===== src/rtl/div_ratio_ctrl.sv =====
// 50%-duty clock divider controller; o_CLK/o_TICK registered, one-cycle latency from i_CLK.
// Ratio loads use valid/ready: ready drops while a new ratio waits for a period boundary or a stop completes.
module div_ratio_ctrl #(
    parameter int WIDTH        = 16,
    parameter int DEFAULT_HALF = 2
) (
    input  logic             i_CLK,
    input  logic             i_RST,
    input  logic             i_EN,
    input  logic [WIDTH-1:0] i_HALF,
    input  logic             i_LOAD_VALID,
    output logic             o_LOAD_READY,
    output logic             o_CLK,
    output logic             o_TICK,
    output logic [WIDTH-1:0] o_HALF_CUR,
    output logic             o_RUNNING
);

    typedef enum logic [1:0] {
        ST_IDLE = 2'd0,
        ST_RUN  = 2'd1,
        ST_PEND = 2'd2,
        ST_STOP = 2'd3
    } state_t;

    state_t           state_q, state_d;
    logic [WIDTH-1:0] cnt_q, cnt_d;
    logic [WIDTH-1:0] half_q, half_d;
    logic [WIDTH-1:0] pend_q, pend_d;
    logic             pend_vld_q, pend_vld_d;
    logic             clk_q, clk_d;
    logic             tick_q, tick_d;

    logic             xfer;
    logic             terminal;
    logic             stopping;
    logic [WIDTH-1:0] half_in;

    assign o_LOAD_READY = (state_q == ST_IDLE) || (state_q == ST_RUN);
    assign xfer         = i_LOAD_VALID && o_LOAD_READY;
    assign half_in      = (i_HALF == '0) ? WIDTH'(1) : i_HALF;
    assign terminal     = (cnt_q == half_q - WIDTH'(1));
    assign stopping     = (state_q == ST_STOP) || !i_EN;

    always_comb begin
        state_d    = state_q;
        cnt_d      = cnt_q;
        half_d     = half_q;
        pend_d     = pend_q;
        pend_vld_d = pend_vld_q;
        clk_d      = clk_q;
        tick_d     = 1'b0;

        case (state_q)
            ST_IDLE: begin
                cnt_d = '0;
                clk_d = 1'b0;
                if (xfer) half_d = half_in;
                if (i_EN) state_d = ST_RUN;
            end
            ST_RUN, ST_PEND, ST_STOP: begin
                if (xfer) begin
                    pend_d     = half_in;
                    pend_vld_d = 1'b1;
                end
                if (stopping && !clk_q) begin
                    // Low half: stop at once, never emit the pending rise.
                    state_d    = ST_IDLE;
                    cnt_d      = '0;
                    clk_d      = 1'b0;
                    if (pend_vld_d) half_d = pend_d;
                    pend_vld_d = 1'b0;
                end else if (terminal) begin
                    cnt_d  = '0;
                    clk_d  = ~clk_q;
                    tick_d = ~clk_q;
                    if (clk_q && stopping) begin
                        state_d    = ST_IDLE;
                        if (pend_vld_d) half_d = pend_d;
                        pend_vld_d = 1'b0;
                    end else begin
                        // Falling toggle is the only point a queued ratio becomes active.
                        if (clk_q && pend_vld_q) begin
                            half_d     = pend_q;
                            pend_vld_d = 1'b0;
                        end
                        if (xfer)                    state_d = ST_PEND;
                        else if (clk_q && pend_vld_q) state_d = ST_RUN;
                    end
                end else begin
                    cnt_d = cnt_q + WIDTH'(1);
                    if (stopping)  state_d = ST_STOP;
                    else if (xfer) state_d = ST_PEND;
                end
            end
            default: state_d = ST_IDLE;
        endcase
    end

    always_ff @(posedge i_CLK or posedge i_RST) begin
        if (i_RST) begin
            state_q    <= ST_IDLE;
            cnt_q      <= '0;
            half_q     <= WIDTH'(DEFAULT_HALF);
            pend_q     <= '0;
            pend_vld_q <= 1'b0;
            clk_q      <= 1'b0;
            tick_q     <= 1'b0;
        end else begin
            state_q    <= state_d;
            cnt_q      <= cnt_d;
            half_q     <= half_d;
            pend_q     <= pend_d;
            pend_vld_q <= pend_vld_d;
            clk_q      <= clk_d;
            tick_q     <= tick_d;
        end
    end

    assign o_CLK      = clk_q;
    assign o_TICK     = tick_q;
    assign o_HALF_CUR = half_q;
    assign o_RUNNING  = (state_q != ST_IDLE);

endmodule


===== config.mk =====
export PLATFORM = sky130hd
export DESIGN_NAME = div_ratio_ctrl
export DESIGN_NICKNAME = d
export VERILOG_FILES = /design/src/rtl/div_ratio_ctrl.sv
export SDC_FILE = /design/constraint.sdc
export NUM_CORES = 1
export LEC_CHECK = 0
export CAP_MARGIN = 10
export CORE_MARGIN = 3
export CORE_UTILIZATION = 45
export DETAILED_ROUTE_END_ITERATION = 8
export PLACE_DENSITY_LB_ADDON = 0.05
export SETUP_SLACK_MARGIN = 0.3
export SLEW_MARGIN = 20
export SYNTH_ARGS = -nofsm -noshare
export SYNTH_HDL_FRONTEND = slang
export SYNTH_SLANG_ARGS = --single-unit

===== constraint.sdc =====
create_clock -name i_CLK -period 5.7 [get_ports i_CLK]
set_input_delay 1.71 -clock i_CLK [delete_from_list [all_inputs] [get_ports i_CLK]]
set_output_delay 1.71 -clock i_CLK [all_outputs]
set_load 0.05 [all_outputs]

==> summary.txt <==
ROUTING
------------------------------------------------------------------------------------
DRC viols                                                                          0
Per-cell routed wire length                                                  17.7 µm
Total Routed Length                                                          10.8 mm
Count of TritonRoute iterations in the first routing pass                          5
Mean number of vias per cell                                                    5.96
First-iteration detailed-routing DRC count                                       259
Remaining antenna violation count after routing                                    0
Vias                                                                            3644

CLOCKING
------------------------------------------------------------------------------------
Clock latency of the later-clocked register in the worst-skew pair           0.31 ns
Num Clock Sinks                                                                   53
Buffer count from post-CTS setup fixing                                            0
Master cell of the clock root buffer                                    sky130_fd_sc_hd__clkbuf_8
Number of gates resized after cts                                                  0
TritonCTS buffer count                                                             5
Clock tree from TritonCTS                                                      built
Number of hold buffers added after cts                                             0
Clock transition at the registers of the reported paths                      0.09 ns
Buffer levels on the longest clock path                                            2
CTS H-tree lvls                                                                    2

PLACE
------------------------------------------------------------------------------------
Final Wtd Congestion                                                           0.804
Port Buffers                                                                      39
Detailed placement HPWL                                                      7.40 mm
Cell count after placement                                                       603

LAYOUT
------------------------------------------------------------------------------------
Post-layout net count                                                            527
Area growth from synthesis to final layout                                     13.0%
Footprint of the multi-input gates                                          2420 µm²
Area taken by flip-flops and latches                                        1330 µm²
Layout cells sized above 1                                                     10.1%
Antenna diode count                                                                0
Non-filler instance count after layout                                           611
Layout fillers                                                                   799

GLOBAL ROUTE
------------------------------------------------------------------------------------
Congestion Overflow GR                                                             0
Vias in the first global route                                                  3567
Wire length of the first global-routing pass                                 18.3 mm
Number of antenna violations at the first check in global routing                  0
Largest net degree at the start of global routing                                 38
Total global routing track utilization                                         22.6%

WORST HOLD PATH
------------------------------------------------------------------------------------
Tightest Hold Check Type                                                flip-flop to flip-flop

TIMING
------------------------------------------------------------------------------------
Final-layout setup total negative slack                                         0 ns
Final number of setup-violating endpoints                                          0
Post-layout minimum cycle time                                               4.17 ns
Worst Skew                                                                0.00741 ns
Slew margin rel.                                                               51.2%
Fin crit share                                                                 73.2%
Pin slew with the least headroom to its limit                               0.730 ns
Max-slew violations                                                                0
Final count of hold timing violations                                              0
RSZ-0062 raised after global routing                                              no
Highest attainable clock frequency                                           240 MHz

WORST SETUP PATH
------------------------------------------------------------------------------------
Cell at the slowest stage of the critical path                          sky130_fd_sc_hd__clkdlybuf4s50_1
Slowest stage delay, CP                                                      0.80 ns
Critical path capture point type                                         output port
Top cell family by delay on the critical path                           buffers and inverters
CP Max Fanout                                                                     36
Data arrival time of the worst path                                          2.46 ns
Kind of launch point of the worst setup path                               flip-flop
Sum of buffers and inverters on the critical path                                  3
Cell chain of the critical path                                         nor2_2 -> buf_4 -> clkinv_1 -> clkdlybuf4s50_1
Setup Crit Path Kind                                                    flip-flop to output port
CP Data Required Time                                                        3.99 ns

LOGIC SYNTHESIS
------------------------------------------------------------------------------------
Syn avg cell area                                                           8.06 µm²
Top cell type by total area after synthesis                             sky130_fd_sc_hd__dfrtp_1
Share of flip-flops with an asynchronous set or reset after synthesis           100%
Fraction of the yosys area taken by sequential cells                           33.5%
Proportion of netlist area held by the largest area contributor                32.8%
Cell Area, Synth                                                            3970 µm²
Count of different cell masters after synthesis                                   57
Synthesized netlist net count                                                    514
Number of instances in the synthesized netlist                                   492
Top cells by instance count after synthesis                             sky130_fd_sc_hd__nor2_1 (94), sky130_fd_sc_hd__dfrtp_1 (52), sky130_fd_sc_hd__nand2_1 (50), sky130_fd_sc_hd__clkbuf_1 (32), sky130_fd_sc_hd__nand3_1 (29)
EDFF count, synth                                                                  0
Primary flip-flop cell chosen by synthesis mapping                      sky130_fd_sc_hd__dfrtp_1
Yosys reg bits                                                                    53
Dominant cell by count in the synthesized netlist                       sky130_fd_sc_hd__nor2_1
Ys Warns                                                                           0
Largest cells by area after synthesis                                   sky130_fd_sc_hd__dfrtp_1 (33%), sky130_fd_sc_hd__nor2_1 (8.9%), sky130_fd_sc_hd__nand2_1 (4.7%)

FLOORPLANNING
------------------------------------------------------------------------------------
Overall die height                                                           99.9 µm
Starting utilization of the core area                                          47.3%
Horizontal die dimension                                                     99.9 µm
Number of ports placed on the die boundary                                        40
Cell row count                                                                    33
Full die area                                                               9970 µm²
Area inside the core boundary                                               8380 µm²

OUTCOME
------------------------------------------------------------------------------------
Outcome                                                                 finished, final reports clean

PWR
------------------------------------------------------------------------------------
Peak ir drop on the vdd network                                             0.237 mV
Pwr/cell area                                                             534 nW/µm²
Static leakage                                                            0.00179 µW

RUN
------------------------------------------------------------------------------------
Reported max-cap violation count                                                   0

==> worst paths after layout <==
path / startpoint / end / slack, ns / cells after the start
min: pend_q[12]$_DFFE_PP0N_ / pend_q[12]$_DFFE_PP0N_ / 0.51 / 1
max in group asynchronous: i_RST / o_HALF_CUR[1]$_DFFE_PP1P_ / 3.17 / 3
min in group asynchronous: i_RST / cnt_q[1]$_DFF_PP0_ / 1.68 / 2
max: state_q[0]$_DFFE_PP0P_ / o_RUNNING / 1.53 / 4
min reg2reg: pend_q[12]$_DFFE_PP0N_ / pend_q[12]$_DFFE_PP0N_ / 0.51 / 1
max reg2reg: o_HALF_CUR[0]$_DFFE_PP0P_ / state_q[1]$_DFFE_PP0P_ / 1.78 / 10
==> registers in the layout, summed over array words and instances, names as in the netlist <==
register,flops
cnt_q,16
o_HALF_CUR,16
pend_q,16
state_q,2
o_CLK,1
o_TICK,1
pend_vld_q,1
==> per-stage QoR <==
stage                     cell area [µm²]  setup slack, ns  hold slack (ns)  total power, µW  util (%)
final                                4480             1.53            0.514             2390      53.5
after floorplan                      3970             2.26            0.450             1740         -
after global placement               4360             1.44            0.467             2100      52.1
after global routing                 4480             1.40            0.532             2580      53.5
after detailed placement             4360             1.42            0.487             2120      52.1
after CTS                            4480             1.54            0.510             2400      53.4
==> report_power, final <==
part / internal, µW / switching, µW / total [µW]
clock network: 143 / 125 / 268
registers: 506 / 209 / 715
logic: 560 / 851 / 1410
==> layout make-up <==
| cell class | count | share of cell area, % |
|---|---|---|
| multi-input cells | 389 | 54.0 |
| repair buffers | 48 | 10.2 |
| clock inverters | 1 | 0.670 |
| inverters | 8 | 0.670 |
| flip-flops and latches | 53 | 29.6 |
| clock buffers | 7 | 1.93 |
| well taps | 105 | 2.93 |
==> metal layers <==
layer | routed length [µm] | GRT usage (%)
met5 | 0 | 0
met4 | 121 | 7.14
met3 | 527 | 2.64
met2 | 5160 | 36.6
met1 | 5020 | 31.6
==> cell usage in the layout (no fill, tap or decap), types with 3 or more instances in the layout <==
master                            Yosys  layout
sky130_fd_sc_hd__or4_1                3       3
sky130_fd_sc_hd__nand3_1             29      29
sky130_fd_sc_hd__o21a_1              15      15
sky130_fd_sc_hd__a31oi_1             20      20
sky130_fd_sc_hd__nor4_1               8       8
sky130_fd_sc_hd__o21ai_0              4       4
sky130_fd_sc_hd__clkdlybuf4s50_1      0      39
sky130_fd_sc_hd__inv_1                7       6
sky130_fd_sc_hd__o211ai_1             7       7
sky130_fd_sc_hd__and3_1               5       5
sky130_fd_sc_hd__xor2_1              20      20
sky130_fd_sc_hd__mux2_2              15      15
sky130_fd_sc_hd__nand4_1              4       4
sky130_fd_sc_hd__a21oi_1              7       7
sky130_fd_sc_hd__buf_4                2       9
sky130_fd_sc_hd__nor3_1              20      20
sky130_fd_sc_hd__o211ai_2             9       9
sky130_fd_sc_hd__clkbuf_8             0       6
sky130_fd_sc_hd__xnor2_1             15      15
sky130_fd_sc_hd__or3_1                8       8
sky130_fd_sc_hd__nor2_1              94      93
sky130_fd_sc_hd__nand2_1             50      49
sky130_fd_sc_hd__o31a_1              16      16
sky130_fd_sc_hd__nand2b_1             3       3
sky130_fd_sc_hd__dfrtp_1             52      52
==> logic make-up (layout without fill, tap and decap cells) <==
group	after synthesis	count (layout)	synth area share, %
compound gates	98	98	19.9
xor+xnor	35	35	7.73
fa+ha+maj	2	2	0.631
buf+inv	50	64	6.03
flops	53	53	33.5
mux	17	17	4.76
simple gates	237	237	27.5
Note: power is estimated with default switching activity, not from simulation.
